==> src/rtl/bp_fe_pkg.sv <==
// Shared types and constants for the front-end branch predictor blocks.
package bp_fe_pkg;

  typedef enum logic [1:0] {
    e_bht_init,
    e_bht_ready,
    e_bht_upd_wr
  } bp_fe_bht_state_e;

  // Weakly-not-taken counter value {1'b0, {cnt_w-1{1'b1}}}, zero-extended to 32 bits.
  function automatic logic [31:0] bht_wnt_f(input int cnt_w);
    return (32'd1 << (cnt_w - 1)) - 32'd1;
  endfunction

endpackage

==> src/rtl/bsg_fifo_1r1w_small.sv <==
// Small circular FIFO with a registered not-full ready and valid/yumi dequeue.
module bsg_fifo_1r1w_small #(
  parameter int width_p = 1,
  parameter int els_p   = 2
) (
  input  logic               clk_i,
  input  logic               reset_i,
  input  logic               v_i,
  output logic               ready_o,
  input  logic [width_p-1:0] data_i,
  output logic               v_o,
  output logic [width_p-1:0] data_o,
  input  logic               yumi_i,
  output logic               full_o
);

  localparam int ptr_w_lp = (els_p > 1) ? $clog2(els_p) : 1;
  localparam int cnt_w_lp = $clog2(els_p + 1);
  localparam logic [ptr_w_lp-1:0] last_lp = ptr_w_lp'(els_p - 1);
  localparam logic [cnt_w_lp-1:0] els_lp  = cnt_w_lp'(els_p);

  logic [width_p-1:0]  r_mem [els_p];
  logic [ptr_w_lp-1:0] r_wptr, r_rptr;
  logic [cnt_w_lp-1:0] r_cnt;
  logic                r_ready;
  logic                w_enq, w_deq;
  logic [cnt_w_lp-1:0] w_cnt_n;

  function automatic logic [ptr_w_lp-1:0] ptr_inc(input logic [ptr_w_lp-1:0] p);
    return (p == last_lp) ? '0 : p + 1'b1;
  endfunction

  assign v_o     = (r_cnt != '0);
  assign full_o  = (r_cnt == els_lp);
  assign w_deq   = yumi_i & v_o;
  // A full queue may still accept when the head leaves in the same cycle.
  assign w_enq   = v_i & (~full_o | w_deq);
  assign data_o  = r_mem[r_rptr];
  assign ready_o = r_ready;

  always_comb begin
    w_cnt_n = r_cnt;
    if (w_enq && !w_deq) begin
      w_cnt_n = r_cnt + 1'b1;
    end else if (!w_enq && w_deq) begin
      w_cnt_n = r_cnt - 1'b1;
    end
  end

  always_ff @(posedge clk_i) begin
    if (reset_i) begin
      r_wptr  <= '0;
      r_rptr  <= '0;
      r_cnt   <= '0;
      r_ready <= 1'b0;
    end else begin
      if (w_enq) r_wptr <= ptr_inc(r_wptr);
      if (w_deq) r_rptr <= ptr_inc(r_rptr);
      r_cnt   <= w_cnt_n;
      r_ready <= (w_cnt_n != els_lp);
    end
  end

  always_ff @(posedge clk_i) begin
    if (w_enq) r_mem[r_wptr] <= data_i;
  end

endmodule

==> src/rtl/bp_fe_bht_ctrl.sv <==
// BHT port sequencer: table init, fetch prediction reads and queued
// read-modify-write counter updates sharing one 1RW RAM port.
module bp_fe_bht_ctrl
  import bp_fe_pkg::*;
#(
  parameter int bht_idx_width_p   = 3,
  parameter int bp_cnt_sat_bits_p = 2,
  parameter int upd_fifo_els_p    = 2
) (
  input  logic                         clk_i,
  input  logic                         reset_i,
  input  logic                         r_v_i,
  input  logic [bht_idx_width_p-1:0]   r_idx_i,
  output logic                         r_ready_o,
  output logic                         predict_v_o,
  output logic                         predict_o,
  input  logic                         w_v_i,
  input  logic [bht_idx_width_p-1:0]   w_idx_i,
  input  logic                         w_taken_i,
  output logic                         w_ready_o,
  output logic                         init_done_o,
  output logic                         ram_v_o,
  output logic                         ram_w_o,
  output logic [bht_idx_width_p-1:0]   ram_addr_o,
  output logic [bp_cnt_sat_bits_p-1:0] ram_data_o,
  input  logic [bp_cnt_sat_bits_p-1:0] ram_data_i
);

  localparam int cnt_w_lp   = bp_cnt_sat_bits_p;
  localparam int entry_w_lp = bht_idx_width_p + 1;
  localparam logic [31:0]         wnt32_lp = bht_wnt_f(cnt_w_lp);
  localparam logic [cnt_w_lp-1:0] wnt_lp   = wnt32_lp[cnt_w_lp-1:0];

  bp_fe_bht_state_e            r_state, w_state_n;
  logic [bht_idx_width_p-1:0]  r_init_ptr;
  logic                        r_init_done;
  logic                        r_pred_v;

  logic                        w_fifo_ready, w_fifo_v, w_fifo_full, w_fifo_yumi;
  logic                        w_push;
  logic [entry_w_lp-1:0]       w_fifo_data;
  logic [bht_idx_width_p-1:0]  w_head_idx;
  logic                        w_head_taken;

  logic                        w_ram_v, w_ram_w, w_r_ready, w_pop;
  logic [bht_idx_width_p-1:0]  w_ram_addr;
  logic [cnt_w_lp-1:0]         w_ram_data;

  function automatic logic [cnt_w_lp-1:0] sat_step(input logic [cnt_w_lp-1:0] c,
                                                   input logic                taken);
    if (taken) return (&c) ? c : c + 1'b1;
    else       return (|c) ? c - 1'b1 : c;
  endfunction

  assign w_push       = w_v_i & w_ready_o;
  assign w_head_idx   = w_fifo_data[entry_w_lp-1:1];
  assign w_head_taken = w_fifo_data[0];

  bsg_fifo_1r1w_small #(
    .width_p (entry_w_lp),
    .els_p   (upd_fifo_els_p)
  ) upd_fifo (
    .clk_i   (clk_i),
    .reset_i (reset_i),
    .v_i     (w_push),
    .ready_o (w_fifo_ready),
    .data_i  ({w_idx_i, w_taken_i}),
    .v_o     (w_fifo_v),
    .data_o  (w_fifo_data),
    .yumi_i  (w_fifo_yumi),
    .full_o  (w_fifo_full)
  );

  always_comb begin
    w_state_n  = r_state;
    w_ram_v    = 1'b0;
    w_ram_w    = 1'b0;
    w_ram_addr = r_init_ptr;
    w_ram_data = wnt_lp;
    w_r_ready  = 1'b0;
    w_pop      = 1'b0;
    case (r_state)
      e_bht_init: begin
        w_ram_v = 1'b1;
        w_ram_w = 1'b1;
        if (r_init_ptr == '1) w_state_n = e_bht_ready;
      end
      e_bht_ready: begin
        // Updates yield to reads unless the queue is full, which bounds their wait.
        if (w_fifo_v && (w_fifo_full || !r_v_i)) begin
          w_ram_v    = 1'b1;
          w_ram_addr = w_head_idx;
          w_state_n  = e_bht_upd_wr;
        end else if (r_v_i) begin
          w_r_ready  = 1'b1;
          w_ram_v    = 1'b1;
          w_ram_addr = r_idx_i;
        end
      end
      e_bht_upd_wr: begin
        w_ram_v    = 1'b1;
        w_ram_w    = 1'b1;
        w_ram_addr = w_head_idx;
        w_ram_data = sat_step(ram_data_i, w_head_taken);
        w_pop      = 1'b1;
        w_state_n  = e_bht_ready;
      end
      default: w_state_n = e_bht_init;
    endcase
  end

  // Reset masks the RAM port and read handshake in the same cycle, so an
  // in-flight update write is dropped rather than committed.
  assign ram_v_o     = w_ram_v & ~reset_i;
  assign ram_w_o     = w_ram_w;
  assign ram_addr_o  = w_ram_addr;
  assign ram_data_o  = w_ram_data;
  assign r_ready_o   = w_r_ready & ~reset_i;
  assign w_fifo_yumi = w_pop & ~reset_i;
  assign w_ready_o   = w_fifo_ready & r_init_done;
  assign init_done_o = r_init_done;
  assign predict_v_o = r_pred_v;
  assign predict_o   = r_pred_v & ram_data_i[cnt_w_lp-1];

  // Stage p0 -> p1: RAM read data returns alongside the delayed accept.
  always_ff @(posedge clk_i) begin
    if (reset_i) begin
      r_state     <= e_bht_init;
      r_init_ptr  <= '0;
      r_init_done <= 1'b0;
      r_pred_v    <= 1'b0;
    end else begin
      r_state  <= w_state_n;
      r_pred_v <= r_v_i & r_ready_o;
      if (r_state == e_bht_init) begin
        r_init_ptr <= r_init_ptr + 1'b1;
        if (r_init_ptr == '1) r_init_done <= 1'b1;
      end
    end
  end

endmodule

==> config.mk <==
export PLATFORM = sky130hd
export DESIGN_NAME = bp_fe_bht_ctrl
export DESIGN_NICKNAME = d
export VERILOG_FILES = /design/src/rtl/bp_fe_pkg.sv /design/src/rtl/bsg_fifo_1r1w_small.sv /design/src/rtl/bp_fe_bht_ctrl.sv
export SDC_FILE = /design/constraint.sdc
export NUM_CORES = 1
export LEC_CHECK = 0
export BUFFER_PORTS_ARGS = -buffer_cell sky130_fd_sc_hd__buf_2
export CAP_MARGIN = 15
export CORE_ASPECT_RATIO = 1.25
export CORE_MARGIN = 2
export CORE_UTILIZATION = 39
export DETAILED_ROUTE_END_ITERATION = 12
export GPL_TIMING_DRIVEN = 0
export PLACE_DENSITY_LB_ADDON = 0.05
export SYNTH_ARGS = -nofsm -noshare
export SYNTH_HDL_FRONTEND = slang
export SYNTH_SLANG_ARGS = --single-unit
==> constraint.sdc <==
create_clock -name clk_i -period 2.35 [get_ports clk_i]
set_clock_uncertainty 0.15 [all_clocks]
set_input_delay 0.1175 -clock clk_i [delete_from_list [all_inputs] [get_ports clk_i]]
set_output_delay 0.1175 -clock clk_i [all_outputs]
set_load 0.005 [all_outputs]
==> flow_metrics.py <==
metrics = {
    "drt": {
        "viasPerCell": 4.83,
        "drc_errors": 0,
        "routed_wl_mm": 2.03,
        "via_count": 860,
        "wl_per_cell_microns": 11.4,
        "drtIter0Drc": 7,
        "drt_first_pass_iters": 4,
        "antenna_left": 0,
    },
    "critical_path": {
        "start_kind": "register",
        "path_buf_inv": 3,
        "cp_max_fo": 6,
        "critPathKind": "reg2out",
        "critPathCaptureType": "primary output",
        "crit_path_frequent_cell": "inv_1",
        "cp.arrival_ps": 1950,
        "crit_slowest_cell": "o41ai_2",
        "crit_family": "compound AO/OA/AOI/OAI gates",
        "worst_ep_required_time_ps": 2080,
        "crit_chain": "inv_1 > ha_1 > inv_1 > o41ai_2 > a22oi_1 > o21ai_0 > buf_2",
        "r2r_start": "upd_fifo.r_cnt[1]$_SDFF_PP0_",
        "max_stage_delay_ps": 490,
        "startpoint": "r_state[1]$_SDFFE_PP0P_",
    },
    "power": {
        "irDropWorstVdd_mv": 0.372,
        "finalPower_mw": 0.830,
        "p_leak_nw": 0.586,
        "p_per_area_nw_per_um2": 612,
    },
    "synthesis": {
        "synth_top_area_cell": "dfxtp_1",
        "async_flop_share_pct": 0,
        "synth_commonest_cells": "nor2_1, dfxtp_1",
        "synth_edf_count": 8,
        "synthFlopType": "dfxtp_1",
        "ys_top_cells_by_area": "dfxtp_1, edfxtp_1, ha_1, mux2i_1, nor2_1",
        "syn-cell-area_sq_um": 1100,
        "synth_nets": 132,
        "yosys_register_bits": 21,
        "synth_top_area_share_pct": 23.7,
        "synth-seq-area-share_pct": 45.7,
        "synth_warnings": 0,
        "synth_cell_types": 29,
        "avgSynthCellArea_sq_um": 9.87,
        "netlist_instances": 111,
        "synth_most_common_cell": "nor2_1",
    },
    "floorplan": {
        "fp.dieH_microns": 63.3,
        "die-area_sq_um": 3250,
        "num_rows": 21,
        "num_io_pins": 25,
        "fp.coreArea_sq_um": 2680,
        "initial_utilization_pct": 40.9,
        "die_x_microns": 51.4,
    },
    "clock_network": {
        "h-tree-depth": 1,
        "post_cts.repair.setup_buffers": 0,
        "path_clk_slew_ps": 120,
        "clockRootBuffer": "clkbuf_4",
        "clockBufferDepth": 2,
        "clock_sinks": 21,
        "clock_latency_ps": 310,
        "tritoncts": "yes",
        "cts_buffers": 3,
    },
    "timing": {
        "tns_ps": 0,
        "fin_crit_ps": 2220,
        "max_freq_ghz": 0.450,
        "slew_headroom_pct": 68.3,
        "period_share_pct": 94.5,
        "rsz0062_at_grt": "yes",
        "worst_slack_ps": 128,
        "max_slew.worst_pin.slew_ps": 476,
        "hold_viol": 0,
        "finalMaxSlewViolations": 0,
        "finalSetupViolCount": 0,
    },
    "global_routing": {
        "antenna_found_initial": 0,
        "grt_pass1_wl_mm": 3.53,
        "grt_pass1_vias": 842,
        "grt_max_degree": 13,
        "track_usage_pct": 14.4,
        "grt-ovfl-total": 0,
    },
    "layout": {
        "nets": 166,
        "stdcell_area_sq_um": 1360,
        "drive_gt1_share_pct": 21.5,
        "fin_util_pct": 50.6,
        "multiInputGateArea_sq_um": 558,
        "regArea_sq_um": 500,
        "syn_to_final_growth_pct": 23.7,
        "nFillCells": 268,
        "antenna_cells": 0,
    },
    "placement": {
        "hpwl_mm": 1.60,
        "post_dp_cell_area_sq_um": 1250,
        "preCtsSetupSlack_ps": 101,
        "io_buffer_count": 23,
        "gp_congestion": 0.807,
    },
    "min_path": {
        "hp-class": "in2reg",
        "hp-start": "r_v_i",
    },
    "run_status": {
        "status": "finished clean",
    },
    "job": {
        "max_cap_violations": 0,
    },
}
-- power breakdown --
group | switching (mW) | leakage (nW) | internal, mW | total [mW]
sequential | 0.0289 | 0.178 | 0.408 | 0.437
combinational | 0.104 | 0.391 | 0.111 | 0.214
clock | 0.115 | 0.0177 | 0.0636 | 0.179
-- per-stage QoR --
step / hold WS (ps) / instances
finish: 172 / 178
CTS: 161 / 178
global placement: 155 / 168
detailed placement: 159 / 168
global route: 193 / 178
floorplan: 66.4 / 111
-- cell families (layout without fill, tap and decap cells) --
| kind of cell | after synthesis | count (layout) | synth area share, % |
|---|---|---|---|
| muxes | 8 | 8 | 7.31 |
| AOI/OAI and AO/OA | 20 | 20 | 11.1 |
| DFF | 21 | 21 | 45.7 |
| buffers and inverters | 12 | 45 | 4.79 |
| xor gates and xnor gates | 4 | 4 | 3.20 |
| adders and majority gates | 9 | 9 | 10.0 |
| and+or+nand+nor | 37 | 37 | 17.9 |
-- what timing repair did --
| item | CTS | global route |
|---|---|---|
| endpoints found under the hold margin | 12 | 0 |
| cloned | 0 | 0 |
| resized for setup | 1 | 2 |
| hold buffers | 6 | 0 |
| setup endpoints to repair | 3 | 6 |
-- per-layer routing --
layer / routed length [microns] / vias to the layer above / GRT usage, %
met5: 0 / - / 0
met1: 915 / 388 / 18.0
li1: - / 450 / -
met2: 996 / 18 / 23.2
met3: 86 / 4 / 2.84
met4: 27 / 0 / 6.91
-- flip-flops by register name, indices dropped and copies added, names as in the netlist, named ones only --
| signal | count |
|---|---|
| upd_fifo.r_cnt | 2 |
| upd_fifo.r_mem | 8 |
| upd_fifo.r_wptr | 1 |
| r_init_ptr | 3 |
| predict_v_o | 1 |
| r_state | 2 |
| init_done_o | 1 |
| upd_fifo.ready_o | 1 |
| upd_fifo.r_rptr | 1 |
-- layout by cell type, fill, tap and decap left out, types with 2 or more instances in the layout --
cell           synthesis  routed
nor2b_1                4       3
nand2b_1               2       2
buf_2                  0      23
dlygate4sd3_1          0       6
clkbuf_4               0       3
clkbuf_1               3       3
xnor2_1                4       4
edfxtp_1               8       8
nor2_1                17      17
a21oi_1                6       6
nand2_1                2       2
dfxtp_1               13      13
a21o_1                 2       2
o21ai_0                5       5
nand3_1                2       2
ha_1                   8       8
inv_1                  8       8
and2_1                 3       3
a22oi_1                3       3
a31oi_1                2       2
mux2i_1                8       8
-- path summary, 6_finish.rpt --
path	slack (ps)	end	cells after the start
min	170	r_state[1]$_SDFFE_PP0P_	5
max	130	ram_addr_o[2]	7
min reg2reg	380	register	2
max reg2reg	200	upd_fifo.r_mem[1][0]$_DFFE_PP_	5
-- worst min-delay path, delay by kind of cell --
kind | cells | cell delay [ps]
AOI/OAI and AO/OA | 1 | 80
buffers and inverters | 1 | 120
and+or+nand+nor | 3 | 280
-- final cells by class --
type / count / share of cell area [%]
inverters: 8 / 2.21
clock inverters: 1 / 0.369
repair buffers: 29 / 12.9
well taps: 34 / 3.14
plain buffers: 4 / 1.66
flip-flops and latches: 21 / 36.9
clock buffers: 3 / 1.66
multi-input cells: 78 / 41.1
Power figures use the tool's default switching activity.
